--- src/rtl/gl_types.sv ---
// rtl/gl_types.sv - shared widths, field slices and output FSM encoding for the triangle path
package gl_types;
  localparam int VERTEX_TYPE_SIZE = 96;
  localparam int COLOR_TYPE_SIZE  = 96;

  localparam int X_MSB = 95, X_LSB = 64;
  localparam int Y_MSB = 63, Y_LSB = 32;
  localparam int Z_MSB = 31, Z_LSB = 0;
  localparam int R_MSB = 95, R_LSB = 64;
  localparam int G_MSB = 63, G_LSB = 32;
  localparam int B_MSB = 31, B_LSB = 0;

  localparam int VC_SIZE      = VERTEX_TYPE_SIZE + COLOR_TYPE_SIZE;
  localparam int TRI_REC_SIZE = 3 * VC_SIZE;

  typedef enum logic [1:0] {
    OUT_IDLE    = 2'd0,
    OUT_PRESENT = 2'd1,
    OUT_BUSY    = 2'd2
  } out_state_e;
endpackage

--- src/rtl/gl_tri_fifo_mem.sv ---
// rtl/gl_tri_fifo_mem.sv - DEPTH x WIDTH register array, one write port, combinational read
module gl_tri_fifo_mem #(
  parameter int DEPTH = 4,
  parameter int WIDTH = 8,
  parameter int AW    = $clog2(DEPTH)
) (
  input  logic             clk,
  input  logic             wr_en,
  input  logic [AW-1:0]    wr_addr,
  input  logic [WIDTH-1:0] wr_data,
  input  logic [AW-1:0]    rd_addr,
  output logic [WIDTH-1:0] rd_data
);
  logic [WIDTH-1:0] mem_q [DEPTH];
  logic [WIDTH-1:0] mem_d [DEPTH];

  always_comb begin
    mem_d = mem_q;
    if (wr_en) mem_d[wr_addr] = wr_data;
  end

  always_ff @(posedge clk) mem_q <= mem_d;

  assign rd_data = mem_q[rd_addr];
endmodule

--- src/rtl/gl_triangle_feeder.sv ---
// rtl/gl_triangle_feeder.sv - assembles vertex triples into triangles, queues them,
// and presents the head triangle to the rasterizer with a one-cycle fifo_ready strobe
module gl_triangle_feeder
  import gl_types::*;
#(
  parameter int VERTEX_TYPE_SIZE = gl_types::VERTEX_TYPE_SIZE,
  parameter int COLOR_TYPE_SIZE  = gl_types::COLOR_TYPE_SIZE,
  parameter int DEPTH            = 4
) (
  input  logic                        clk,
  input  logic                        reset_n,
  input  logic                        in_valid,
  output logic                        in_ready,
  input  logic [VERTEX_TYPE_SIZE-1:0] in_vertex,
  input  logic [COLOR_TYPE_SIZE-1:0]  in_color,
  input  logic                        flush,
  output logic                        fifo_ready,
  input  logic                        raster_ready,
  output logic [VERTEX_TYPE_SIZE-1:0] vertex_out1,
  output logic [VERTEX_TYPE_SIZE-1:0] vertex_out2,
  output logic [VERTEX_TYPE_SIZE-1:0] vertex_out3,
  output logic [COLOR_TYPE_SIZE-1:0]  color_out1,
  output logic [COLOR_TYPE_SIZE-1:0]  color_out2,
  output logic [COLOR_TYPE_SIZE-1:0]  color_out3,
  output logic [$clog2(DEPTH):0]      level
);
  localparam int PW  = $clog2(DEPTH);
  localparam int LW  = PW + 1;
  localparam int VC  = VERTEX_TYPE_SIZE + COLOR_TYPE_SIZE;
  localparam int REC = 3 * VC;

  logic [1:0]     asm_cnt_q, asm_cnt_d;
  logic [VC-1:0]  stage0_q, stage0_d, stage1_q, stage1_d;
  logic [PW-1:0]  wr_ptr_q, wr_ptr_d, rd_ptr_q, rd_ptr_d;
  logic [LW-1:0]  level_q, level_d;
  logic [REC-1:0] out_rec_q, out_rec_d, head_rec;
  logic           raster_ready_q, raster_ready_d;
  out_state_e     state_q, state_d;
  logic [VC-1:0]  in_word;
  logic           accept, push, done;

  assign in_word  = {in_vertex, in_color};
  // Full-stall only blocks the vertex that would complete a triangle.
  assign in_ready = reset_n && !(asm_cnt_q == 2'd2 && level_q == LW'(DEPTH));
  assign accept   = in_valid && in_ready;
  assign push     = accept && !flush && asm_cnt_q == 2'd2;
  assign done     = state_q == OUT_BUSY && raster_ready && !raster_ready_q;

  always_comb begin
    asm_cnt_d      = asm_cnt_q;
    stage0_d       = stage0_q;
    stage1_d       = stage1_q;
    wr_ptr_d       = wr_ptr_q;
    rd_ptr_d       = rd_ptr_q;
    raster_ready_d = raster_ready;
    if (flush) begin
      asm_cnt_d = 2'd0;
    end else if (accept) begin
      asm_cnt_d = (asm_cnt_q == 2'd2) ? 2'd0 : asm_cnt_q + 2'd1;
      if (asm_cnt_q == 2'd0) stage0_d = in_word;
      if (asm_cnt_q == 2'd1) stage1_d = in_word;
    end
    if (push) wr_ptr_d = wr_ptr_q + 1'b1;
    if (done) rd_ptr_d = rd_ptr_q + 1'b1;
    level_d = level_q + LW'(push) - LW'(done);
  end

  always_comb begin
    state_d   = state_q;
    out_rec_d = out_rec_q;
    case (state_q)
      OUT_IDLE: begin
        if (level_q != '0) begin
          out_rec_d = head_rec;
          state_d   = OUT_PRESENT;
        end
      end
      OUT_PRESENT: state_d = OUT_BUSY;
      OUT_BUSY:    if (done) state_d = OUT_IDLE;
      default:     state_d = OUT_IDLE;
    endcase
  end

  always_ff @(posedge clk or negedge reset_n) begin
    if (!reset_n) begin
      asm_cnt_q      <= '0;
      stage0_q       <= '0;
      stage1_q       <= '0;
      wr_ptr_q       <= '0;
      rd_ptr_q       <= '0;
      level_q        <= '0;
      out_rec_q      <= '0;
      raster_ready_q <= 1'b0;
      state_q        <= OUT_IDLE;
    end else begin
      asm_cnt_q      <= asm_cnt_d;
      stage0_q       <= stage0_d;
      stage1_q       <= stage1_d;
      wr_ptr_q       <= wr_ptr_d;
      rd_ptr_q       <= rd_ptr_d;
      level_q        <= level_d;
      out_rec_q      <= out_rec_d;
      raster_ready_q <= raster_ready_d;
      state_q        <= state_d;
    end
  end

  gl_tri_fifo_mem #(
    .DEPTH(DEPTH),
    .WIDTH(REC)
  ) u_mem (
    .clk    (clk),
    .wr_en  (push),
    .wr_addr(wr_ptr_q),
    .wr_data({stage0_q, stage1_q, in_word}),
    .rd_addr(rd_ptr_q),
    .rd_data(head_rec)
  );

  assign fifo_ready  = state_q == OUT_PRESENT;
  assign level       = level_q;
  assign vertex_out1 = out_rec_q[REC-1 -: VERTEX_TYPE_SIZE];
  assign color_out1  = out_rec_q[REC-VERTEX_TYPE_SIZE-1 -: COLOR_TYPE_SIZE];
  assign vertex_out2 = out_rec_q[2*VC-1 -: VERTEX_TYPE_SIZE];
  assign color_out2  = out_rec_q[2*VC-VERTEX_TYPE_SIZE-1 -: COLOR_TYPE_SIZE];
  assign vertex_out3 = out_rec_q[VC-1 -: VERTEX_TYPE_SIZE];
  assign color_out3  = out_rec_q[COLOR_TYPE_SIZE-1:0];
endmodule

--- config.mk ---
export PLATFORM = sky130hd
export DESIGN_NAME = gl_triangle_feeder
export DESIGN_NICKNAME = d
export VERILOG_FILES = /design/src/rtl/gl_types.sv /design/src/rtl/gl_tri_fifo_mem.sv /design/src/rtl/gl_triangle_feeder.sv
export SDC_FILE = /design/constraint.sdc
export NUM_CORES = 2
export LEC_CHECK = 0
export CORE_ASPECT_RATIO = 1.75
export CORE_MARGIN = 1
export CORE_UTILIZATION = 53
export DETAILED_ROUTE_END_ITERATION = 10
export PLACE_DENSITY = 0.75
export SLEW_MARGIN = 20
export SYNTH_ARGS = -nofsm -noshare
export SYNTH_HDL_FRONTEND = slang
export SYNTH_HIERARCHICAL = 1
export SYNTH_SLANG_ARGS = --single-unit
--- constraint.sdc ---
create_clock -name clk -period 44.9 [get_ports clk]
set_clock_uncertainty 0.1 [all_clocks]
set_input_delay 6.735 -clock clk [delete_from_list [all_inputs] [get_ports clk]]
set_output_delay 6.735 -clock clk [all_outputs]
set_load 0.05 [all_outputs]
==> metrics.txt <==
post-CTS sizing=0; largest net degree at the start of global routing=145; Die Ht=630 um; CP endpoint kind=primary output; Starting Density=53.3%; met3 WL post-DR=20000 um; Fin Setup TNS=0 ns; All-Layer GR Usage=~22%; CTS Root Cell=clkbuf_16; initial DRC count=around 4300; ANT nets after route=0; worst vdd ir=125 uV; Layout Nets=between 6000 and 7000; Cell variety after synth=34; full die area=228000 um2; Worst Hold Slack=0.381 ns; pwr/cell area=between 70 and 80 nW/um2; Post-Route WL=249000 um; Die W=~360 um; Post-Synth Simple-Gate Area=0.130%; DRT Pass-1 Iters=5; post-synthesis register bit count=3276; row count=230; net count after synthesis=5287; grt ovf=0; Synth Warn #=6; H-tree depth reported by CTS=5; critical path type=input pin to primary output; final setup violating endpoints=0; CTS clock-pin slew for the worst setup and hold paths=approximately 0.060 ns; max layer used=met5; largest area contributor in the synthesized netlist=edfxtp_1; post-DR vias/cell=~5.9; WL/cell=27.2 um; run status=finished, final reports clean; Synth Area in XOR/XNOR=less than 1%; CTS Buffer Depth=4; MaxCap Viol Count=0; HP Class=flop to flop; synthesis-to-layout area growth=16.4%; DRC Markers=0; Tmin final=14.89 ns; Post-CTS Setup Repair Bufs=0; post-synthesis cell count=about 5000; RSZ-0062 raised after global routing=false; CTS tree=done; Seq/Total Area, Yosys=78.2%; Slew @ Worst Pin=1.26 ns; core area=224000 um2; Metal-1 WL=99400 um; multi-input logic area=24100 um2; initial antenna violation count=24; Synth Area in Compound Gates=less than 1%; synthesized area per cell=around 23 um2; post-cts hold buffer count=0; synthesized cell area=120000 um2; crit path DAT=8.06 ns; WP data required=approximately 38 ns; post-synthesis mux area share=19.9%; Sequential Area=~94000 um2; CTS sink cnt=3276; largest family of logic cells by synthesized area=multiplexers; vias in the first global route=56900; met2 routed WL=123000 um; FILL cells=14800; first-pass GRT wire length=around 370000 um; Num CTS Buffers=283; Final Cycle Share=about a third; Clk Latency, worst-skew pair=0.82 ns; Max FO, Critical Path=31; maximum operating frequency=approximately 67 MHz; ranking of synthesized cells by area=edfxtp_1, dfrtp_1, mux4_2; number of I/O port buffers=about 780; final slew viol count=0; Final Hold Fails=0; adder-cell share of the synthesized area=less than 1%; crit start category=input pin; layout cells sized above 1=29.7%; post-DP HPWL=145000 um; slew margin rel.=16.1%; IO Count=between 700 and 800; P_leak=48.1 nW; routability congestion estimate=0.760; via count=about 54000; Yosys top cell area share=about 58%
## report_power, final
group | total (mW) | switching [mW] | leakage (nW) | internal, mW
registers | 4.07 | 0.351 | 32.4 | 3.72
logic | 3.26 | 1.89 | 11.2 | 1.37
clock network | 2.42 | 1.06 | 4.50 | 1.36
total | 9.75 | 3.30 | 48.1 | 6.45
## critical path, stage by stage
cell and delay (ns):
buf_8 0.28, and2_1 0.20, clkdlybuf4s50_1 0.81
## synth_stat cells (all sizes together)
cell and instances:
a2111oi 1, a211oi 1, a31oi 1, and2 1
and3 1, and3b 2, buf 228, clkbuf 6
dfrtp 972, edfxtp 2304, fa 1, ha 2
inv 5, mux2 960, mux2i 1, mux4 576
nand2 3, nand2b 3, nand3b 1, nand4b 2
nor2 3, nor2b 1, nor3 2, nor3b 2
nor4bb 1, o21bai 1, xnor2 4, xor2 2
## placed cells by master (no fill, tap or decap), types with 5 or more instances in the layout
master / instances
dfrtp_1: 970
inv_1: 5
clkbuf_8: 30
mux2_2: 755
clkinvlp_4: 10
mux2_1: 205
edfxtp_1: 2304
clkdlybuf4s50_1: 776
bufinv_16: 20
clkinv_1: 23
mux4_2: 576
diode_2: 11
clkbuf_16: 288
clkinv_2: 51
clkbuf_1: 64
buf_4: 71
inv_6: 9
buf_12: 13
## kinds of logic after synthesis
logic type               after synthesis
XOR/XNOR                               6
multiplexers                        1537
flip-flops                          3276
AO/OA/AOI/OAI                          4
adder cells (fa/ha/maj)                3
buffers and inverters                239
AND/OR/NAND/NOR                       22
## flip-flops by register name, summed over array words and instances, names as in the netlist, 3 cells and up
| name | cells |
|---|---|
| stage1_q | 192 |
| u_mem/mem_q | 2304 |
| stage0_q | 192 |
| out_rec_q | 576 |
| level | 3 |
## per-layer routing
layer / global-route usage, % / up-vias
met5: 0 / -
met4: 5.84 / 26
met3: 5.39 / 380
met2: 35.7 / 1889
met1: 30.0 / 28900
li1: - / 22400
## final cells by class
class                      instances  area share [%]
sequential                      3276            67.2
clock buffer                     382            5.65
tap                             2900            2.61
clock inverter                   126           0.943
inverter                           5          0.0135
timing repair buffer             863            6.19
multi-input combinational       1572            17.3
antenna                           11          0.0198
## path summary, 6_finish.rpt
| path | startpoint | to | slack (ns) | cells past startpoint |
|---|---|---|---|---|
| min reg2reg | out_rec_q[89] | out_rec_q[89] | 0.38 | 1 |
| min in group asynchronous | reset_n | out_rec_q[558] | 5.69 | 1 |
| min | out_rec_q[89] | out_rec_q[89] | 0.38 | 1 |
| max in group asynchronous | reset_n | out_rec_q[116] | 35.01 | 6 |
| max | reset_n | in_ready | 30.01 | 3 |
| max reg2reg | rd_ptr_q[0] | out_rec_q[71] | 38.88 | 7 |
## stage by stage
| stage | std cells | instance area, um2 | setup WS, ns | power, mW | utilization [%] |
|---|---|---|---|---|---|
| detailed placement | 8615 | 130000 | 30.00 | 7.42 | 57.9 |
| finish | 9135 | 139000 | 30.01 | 9.75 | 62.0 |
| floorplan | 5087 | 120000 | 14.31 | 6.37 | - |
| CTS | 9123 | 139000 | 29.99 | 9.86 | 62.0 |
| global placement | 8615 | 130000 | 29.98 | 7.35 | 57.9 |
| global route | 9130 | 139000 | 29.95 | 10.1 | 62.0 |
Note: power is estimated with default switching activity, not from simulation.
